===== src/rtl/traffic_pkg.sv =====
// traffic_pkg: shared definitions for the traffic phase scheduler slice.
//   - phase_e   : car phase encoding driven on o_phase
//   - walker_e  : walker codes driven on o_h_walker / o_v_walker
//   - CFG_*     : config bus addresses
//   - C_* / W_* : lamp one-hot constants used by the downstream light decoder
//   - next_phase: phase succession, V_YEL2 wraps to H_GREEN
// Optional feature macro used by the slice: TRAFFIC_PED_ACTUATED_EN.
package traffic_pkg;

    typedef enum logic [3:0] {
        PH_IDLE    = 4'd0,
        PH_H_GREEN = 4'd1,
        PH_H_YEL1  = 4'd2,
        PH_H_LEFT  = 4'd3,
        PH_H_YEL2  = 4'd4,
        PH_V_GREEN = 4'd5,
        PH_V_YEL1  = 4'd6,
        PH_V_LEFT  = 4'd7,
        PH_V_YEL2  = 4'd8
    } phase_e;

    typedef enum logic [1:0] {
        WK_OFF   = 2'd0,
        WK_WALK  = 2'd1,
        WK_STOP  = 2'd2,
        WK_FLASH = 2'd3
    } walker_e;

    localparam logic [1:0] CFG_GREEN  = 2'd0;
    localparam logic [1:0] CFG_YELLOW = 2'd1;
    localparam logic [1:0] CFG_LEFT   = 2'd2;
    localparam logic [1:0] CFG_FLASH  = 2'd3;

    localparam logic [3:0] C_RED    = 4'b0001;
    localparam logic [3:0] C_YELLOW = 4'b0010;
    localparam logic [3:0] C_LEFT   = 4'b0100;
    localparam logic [3:0] C_GREEN  = 4'b1000;
    localparam logic [1:0] W_RED    = 2'b01;
    localparam logic [1:0] W_GREEN  = 2'b10;

    function automatic phase_e next_phase(input phase_e p);
        phase_e n;
        case (p)
            PH_IDLE,
            PH_V_YEL2: n = PH_H_GREEN;
            default:   n = phase_e'(p + 4'd1);
        endcase
        return n;
    endfunction

endpackage


===== src/rtl/traffic_cfg_regs.sv =====
// traffic_cfg_regs: run-time duration registers and their active copies.
//   clk, reset_n          : clock, asynchronous active-low reset
//   cfg_we/addr/wdata     : config write port (0=GREEN 1=YELLOW 2=LEFT 3=FLASH)
//   load                  : phase-entry strobe; captures active copies
//   load_phase            : phase being entered
//   load_len_m1           : max(dur,1)-1 for load_phase from the live registers
//   act_green, act_flash  : active (clamped) values held for the current phase
// Yellow and left need no separate active copy: their only use is the
// counter preload, which is itself captured at entry.
// Used by traffic_phase_sched; see TRAFFIC_PED_ACTUATED_EN there.
module traffic_cfg_regs
    import traffic_pkg::*;
#(
    parameter int unsigned CNT_W      = 8,
    parameter int unsigned GREEN_DEF  = 20,
    parameter int unsigned YELLOW_DEF = 2,
    parameter int unsigned LEFT_DEF   = 10,
    parameter int unsigned FLASH_DEF  = 6
) (
    input  logic             clk,
    input  logic             reset_n,
    input  logic             cfg_we,
    input  logic [1:0]       cfg_addr,
    input  logic [CNT_W-1:0] cfg_wdata,
    input  logic             load,
    input  phase_e           load_phase,
    output logic [CNT_W-1:0] load_len_m1,
    output logic [CNT_W-1:0] act_green,
    output logic [CNT_W-1:0] act_flash
);

    logic [CNT_W-1:0] green_q, yellow_q, left_q, flash_q;
    logic [CNT_W-1:0] sel;

    // Stored values may be zero; they are applied as one.
    function automatic logic [CNT_W-1:0] at_least_one(input logic [CNT_W-1:0] v);
        return (v == '0) ? CNT_W'(1) : v;
    endfunction

    always_ff @(posedge clk or negedge reset_n) begin
        if (!reset_n) begin
            green_q  <= CNT_W'(GREEN_DEF);
            yellow_q <= CNT_W'(YELLOW_DEF);
            left_q   <= CNT_W'(LEFT_DEF);
            flash_q  <= CNT_W'(FLASH_DEF);
        end else if (cfg_we) begin
            case (cfg_addr)
                CFG_GREEN:  green_q  <= cfg_wdata;
                CFG_YELLOW: yellow_q <= cfg_wdata;
                CFG_LEFT:   left_q   <= cfg_wdata;
                default:    flash_q  <= cfg_wdata;
            endcase
        end
    end

    always_ff @(posedge clk or negedge reset_n) begin
        if (!reset_n) begin
            act_green <= at_least_one(CNT_W'(GREEN_DEF));
            act_flash <= at_least_one(CNT_W'(FLASH_DEF));
        end else if (load) begin
            act_green <= at_least_one(green_q);
            act_flash <= at_least_one(flash_q);
        end
    end

    always_comb begin
        sel = '0;
        case (load_phase)
            PH_H_GREEN, PH_V_GREEN:                       sel = green_q;
            PH_H_YEL1, PH_H_YEL2, PH_V_YEL1, PH_V_YEL2:   sel = yellow_q;
            PH_H_LEFT, PH_V_LEFT:                         sel = left_q;
            default:                                      sel = '0;
        endcase
        load_len_m1 = at_least_one(sel) - CNT_W'(1);
    end

endmodule


===== src/rtl/traffic_phase_sched.sv =====
// traffic_phase_sched: tick-driven eight-phase scheduler for a two-road
// intersection with walker lights and latched pedestrian requests.
//   clk, reset_n          : clock, asynchronous active-low reset
//   start                 : 1 = run, 0 = lights off (IDLE)
//   tick                  : one-cycle timebase strobe; durations count ticks
//   ped_req_h, ped_req_v  : crosswalk button pulses
//   cfg_we/addr/wdata     : duration config writes
//   o_phase               : current phase (traffic_pkg::phase_e)
//   o_remain              : ticks left in the phase, minus 1
//   o_phase_start         : one-cycle pulse on every phase entry
//   o_h_walker/o_v_walker : walker code (combinational)
//   o_ped_pend            : {h,v} latched requests not yet served
// Macro TRAFFIC_PED_ACTUATED_EN: when defined, a walker window opens only if
// its request was pending at entry to the serving green; otherwise every
// green grants its walker window.
module traffic_phase_sched
    import traffic_pkg::*;
#(
    parameter int unsigned CNT_W      = 8,
    parameter int unsigned GREEN_DEF  = 20,
    parameter int unsigned YELLOW_DEF = 2,
    parameter int unsigned LEFT_DEF   = 10,
    parameter int unsigned FLASH_DEF  = 6
) (
    input  logic             clk,
    input  logic             reset_n,
    input  logic             start,
    input  logic             tick,
    input  logic             ped_req_h,
    input  logic             ped_req_v,
    input  logic             cfg_we,
    input  logic [1:0]       cfg_addr,
    input  logic [CNT_W-1:0] cfg_wdata,
    output logic [3:0]       o_phase,
    output logic [CNT_W-1:0] o_remain,
    output logic             o_phase_start,
    output logic [1:0]       o_h_walker,
    output logic [1:0]       o_v_walker,
    output logic [1:0]       o_ped_pend
);

    phase_e           phase_q, phase_d;
    logic             entry;
    logic [CNT_W-1:0] remain_d;
    logic [CNT_W-1:0] load_len_m1, act_green, act_flash;
    logic [1:0]       pend_d;
    logic             clr_h, clr_v;
    logic             h_win, v_win, walk_ok;

    traffic_cfg_regs #(
        .CNT_W      (CNT_W),
        .GREEN_DEF  (GREEN_DEF),
        .YELLOW_DEF (YELLOW_DEF),
        .LEFT_DEF   (LEFT_DEF),
        .FLASH_DEF  (FLASH_DEF)
    ) u_cfg (
        .clk         (clk),
        .reset_n     (reset_n),
        .cfg_we      (cfg_we),
        .cfg_addr    (cfg_addr),
        .cfg_wdata   (cfg_wdata),
        .load        (entry),
        .load_phase  (phase_d),
        .load_len_m1 (load_len_m1),
        .act_green   (act_green),
        .act_flash   (act_flash)
    );

    always_comb begin
        phase_d = phase_q;
        entry   = 1'b0;
        if (!start) begin
            phase_d = PH_IDLE;
        end else if (phase_q == PH_IDLE) begin
            // First phase starts immediately, not on a tick.
            phase_d = PH_H_GREEN;
            entry   = 1'b1;
        end else if (tick && o_remain == '0) begin
            phase_d = next_phase(phase_q);
            entry   = 1'b1;
        end
    end

    // Kept apart from the phase decode: load_len_m1 depends on phase_d.
    always_comb begin
        remain_d = o_remain;
        if (!start) begin
            remain_d = '0;
        end else if (entry) begin
            remain_d = load_len_m1;
        end else if (tick && o_remain != '0) begin
            remain_d = o_remain - CNT_W'(1);
        end
    end

    // A request coinciding with entry to its serving green is cleared and
    // counts as served.
    always_comb begin
        clr_h  = entry && (phase_d == PH_V_GREEN);
        clr_v  = entry && (phase_d == PH_H_GREEN);
        pend_d = '0;
        if (start) begin
            pend_d[1] = (o_ped_pend[1] | ped_req_h) & ~clr_h;
            pend_d[0] = (o_ped_pend[0] | ped_req_v) & ~clr_v;
        end
    end

    always_ff @(posedge clk or negedge reset_n) begin
        if (!reset_n) begin
            phase_q       <= PH_IDLE;
            o_remain      <= '0;
            o_phase_start <= 1'b0;
            o_ped_pend    <= '0;
        end else begin
            phase_q       <= phase_d;
            o_remain      <= remain_d;
            o_phase_start <= entry;
            o_ped_pend    <= pend_d;
        end
    end

    assign o_phase = phase_q;

`ifdef TRAFFIC_PED_ACTUATED_EN
    logic grant_h_q, grant_v_q;

    always_ff @(posedge clk or negedge reset_n) begin
        if (!reset_n) begin
            grant_h_q <= 1'b0;
            grant_v_q <= 1'b0;
        end else if (!start) begin
            grant_h_q <= 1'b0;
            grant_v_q <= 1'b0;
        end else begin
            if (clr_h) grant_h_q <= o_ped_pend[1] | ped_req_h;
            if (clr_v) grant_v_q <= o_ped_pend[0] | ped_req_v;
        end
    end

    assign h_win = (phase_q == PH_V_GREEN) && grant_h_q;
    assign v_win = (phase_q == PH_H_GREEN) && grant_v_q;
`else
    assign h_win = (phase_q == PH_V_GREEN);
    assign v_win = (phase_q == PH_H_GREEN);
`endif

    // A flash window at least as long as green makes the whole window FLASH.
    assign walk_ok = (o_remain >= act_flash) && (act_flash < act_green);

    always_comb begin
        o_h_walker = WK_STOP;
        o_v_walker = WK_STOP;
        if (phase_q == PH_IDLE) begin
            o_h_walker = WK_OFF;
            o_v_walker = WK_OFF;
        end else begin
            if (h_win) o_h_walker = walk_ok ? WK_WALK : WK_FLASH;
            if (v_win) o_v_walker = walk_ok ? WK_WALK : WK_FLASH;
        end
    end

endmodule

===== config.mk =====
export PLATFORM = sky130hd
export DESIGN_NAME = traffic_phase_sched
export DESIGN_NICKNAME = d
export VERILOG_FILES = /design/src/rtl/traffic_pkg.sv /design/src/rtl/traffic_cfg_regs.sv /design/src/rtl/traffic_phase_sched.sv
export SDC_FILE = /design/constraint.sdc
export NUM_CORES = 1
export LEC_CHECK = 0
export CORE_MARGIN = 5
export CORE_UTILIZATION = 40
export CTS_CLUSTER_DIAMETER = 200
export DETAILED_ROUTE_END_ITERATION = 8
export GPL_ROUTABILITY_DRIVEN = 0
export HOLD_SLACK_MARGIN = 0.06
export PLACE_DENSITY = 0.61
export SYNTH_ARGS = -nofsm -noshare
export SYNTH_HDL_FRONTEND = slang
export SYNTH_SLANG_ARGS = --single-unit

===== constraint.sdc =====
create_clock -name clk -period 10.4 [get_ports clk]
set_input_delay 3.12 -clock clk [delete_from_list [all_inputs] [get_ports clk]]
set_output_delay 3.12 -clock clk [all_outputs]
set_load 0.005 [all_outputs]

==> results_dict.tcl <==
set metrics [dict create \
    status "finished, final reports clean" \
    async_reset_ff_share_pct 100 \
    yosysSeqAreaShare_pct 46.8 \
    cts_max_level 3 \
    final_max_slew_viol_count 0 \
    gr-total-overflow 0 \
    cts_root_buf "clkbuf_8" \
    hold_class "register to register" \
    start_kind "input pin" \
    num_vias 2619 \
    port_buffers 35 \
    n_antenna_cell 0 \
    core_mm2 0.00826 \
    ant_nets 0 \
    avgViaCountPerCell 5.46 \
    cts_resized 0 \
    cp_top_family "simple AND/OR/NAND/NOR gates" \
    cp_max_fo 45 \
    pwr_density_cell_mw_per_mm2 231 \
    yosysWarnings 0 \
    yosys.cell_types.count 43 \
    rrSetupSlack_ns 6.03 \
    layout-drive-gt1-share_pct 18.4 \
    num_rows 33 \
    crit_required_ns 10.68 \
    ioPinCount 36 \
    antenna_found_initial 0 \
    synth-edff-count 0 \
    path_buf_inv 4 \
    maxCapViolations 0 \
    clockBufferDepth 2 \
    worstMarginPinSlew_ns 1.24 \
    final_hold_viol_count 0 \
    n_fill_cell 775 \
    cts_tree "yes" \
    die_area_mm2 0.0104 \
    setup_violations 0 \
    syn_inst 330 \
    worst_path_most_repeated_cell "inv_1" \
    rsz0062_at_grt "false" \
    cp-end-kind "register" \
    grt_pass1_wl_mm 13.3 \
    critPathArrivalTime_ns 7.33 \
    grt_max_degree 64 \
    period_minus_slack_ns 7.04 \
    grt_pass1_vias 2550 \
    clock.fmax_mhz 142 \
    wl_per_cell_um 16.7 \
    dpl.hpwl_mm 5.93 \
    p_leak_nw 1.76 \
    crit_type "input pin to register" \
    drt_iter0_markers 200 \
    fin_crit_sh_pct 67.7 \
    skew_ns 0.0126 \
    cts_hold_buf 0 \
    drt_pass1_iterations 4 \
    routed_wl_mm 8.03 \
    worst_path_largest_cell_delay_ns 0.82 \
    die-width_um 102 \
    start_util_pct 41.2 \
    fin_hold_ws_ns 0.493 \
    clock-sinks 63 \
    fin_nets 406 \
    ys_ff_latch 63 \
    syn-num-nets 366 \
    syn_avg_cell_area_um2 10.3 \
    synth-main-ff-cell "dfrtp_1" \
    post_cts_buffers 0 \
    max-slew-margin-rel_pct 16.9 \
    drc 0 \
    insertion_delay_ns 0.35 \
    setup_tns_ns 0 \
    cpMaxStageDelayCell "inv_1" \
    die_h_um 102 \
    cp_cell_sequence "clkdlybuf4s50_1 -> or3b_2 -> o31ai_1 -> nand2_1 -> inv_1 -> o21ai_0 -> a221oi_2 -> nor2_1 -> inv_1 -> ha_1 -> inv_1 -> or4b_2 -> nand3_1" \
    vdd_drop_max_mv 0.0981 \
    area_delta_synth_final_pct 19.1 \
    grt_use_total_pct 16.6 \
    clk_pin_slew_ns 0.07 \
    cts_inserted_buffers 9 \
    synth.cell_area_mm2 0.00340 \
]
## synth_stat cells, drive strengths merged (3+ instances only)
master	count	area [um2]
mux2	32	360
a21o	14	105
o22ai	6	37.5
ha	19	238
nor3	4	20.0
or3	3	23.8
dfrtp	52	1300
xnor2	3	26.3
nor3b	3	22.5
nand2	41	154
dfstp	11	289
buf	3	20.0
a21oi	12	60.1
nor2	8	30.0
mux2i	10	100
nand3	9	45.0
o21ai	36	180
clkbuf	5	18.8
nor4	7	43.8
nand2b	6	37.5
inv	23	86.3
## path summary, 6_finish.rpt
| kind | start | endpoint | depth (start not counted) |
|---|---|---|---|
| max in group asynchronous | reset_n | u_cfg.act_green[1] | 2 |
| min | u_cfg.act_green[0] | u_cfg.act_green[0] | 2 |
| max | tick | o_remain[6] | 13 |
| min in group asynchronous | reset_n | u_cfg.yellow_q[6] | 2 |
| min reg2reg | u_cfg.act_green[0] | u_cfg.act_green[0] | 2 |
| max reg2reg | o_remain[5] | o_remain[6] | 12 |
## through the flow
stage | utilization [%] | power, mW | setup slack [ns] | cell area (um2) | cells
after floorplan | - | 0.598 | 4.01 | 3400 | 330
after global placement | 46.6 | 0.718 | 3.18 | 3850 | 464
after detailed placement | 46.6 | 0.725 | 3.06 | 3850 | 464
after CTS | 49.0 | 0.944 | 3.39 | 4050 | 480
after global routing | 49.0 | 1.01 | 3.04 | 4050 | 480
final | 49.0 | 0.935 | 3.36 | 4050 | 480
## final cells by class
| cell class | instances | area (um2) | share of cell area (%) |
|---|---|---|---|
| clock buffer | 10 | 128 | 3.15 |
| clock inverter | 6 | 70.1 | 1.73 |
| inverter | 23 | 86.3 | 2.13 |
| multi-input combinational | 236 | 1680 | 41.6 |
| sequential | 63 | 1590 | 39.3 |
| tap | 105 | 131 | 3.24 |
| timing repair buffer | 37 | 360 | 8.90 |
## routing by layer
metal  up-vias  wire [um]  global-route usage (%)
li1       1263          -                       -
met1      1257       3870                    23.4
met2        82       3450                    24.3
met3        17        479                    4.64
met4         0        234                    6.76
met5         -          0                       0
## power by group
group	internal, mW	switching (mW)
registers	0.318	0.0664
clock network	0.112	0.102
logic	0.172	0.165
## flip-flops by register name, summed over array words and instances, names as in the netlist
name	flops
u_cfg.yellow_q	8
o_phase	4
o_ped_pend	2
u_cfg.act_flash	8
u_cfg.left_q	8
u_cfg.flash_q	8
u_cfg.act_green	8
u_cfg.green_q	8
o_remain	8
o_phase_start	1
## tightest hold or removal path: stages (launching register included)
cell,delay (ns)
dfrtp_1,0.36
nand2_1,0.05
o21ai_0,0.06
## logic make-up after synthesis
| family | synth area share, % |
|---|---|
| AOI/OAI and AO/OA | 14.0 |
| buffers and inverters | 3.68 |
| adders and majority gates | 7.00 |
| xor gates and xnor gates | 0.773 |
| muxes | 13.5 |
| DFF | 46.8 |
| and+or+nand+nor | 14.2 |
## cell usage in the layout, fill, tap and decap left out, types with 8 or more instances in the layout
| master | n |
|---|---|
| a21o_1 | 14 |
| nand2_1 | 41 |
| o21ai_0 | 33 |
| clkbuf_8 | 9 |
| dfstp_2 | 11 |
| clkdlybuf4s50_1 | 34 |
| mux2i_1 | 10 |
| ha_1 | 19 |
| nand3_1 | 9 |
| a21oi_1 | 12 |
| mux2_2 | 32 |
| nor2_1 | 8 |
| inv_1 | 23 |
| dfrtp_1 | 52 |
Note: power is estimated with default switching activity, not from simulation.
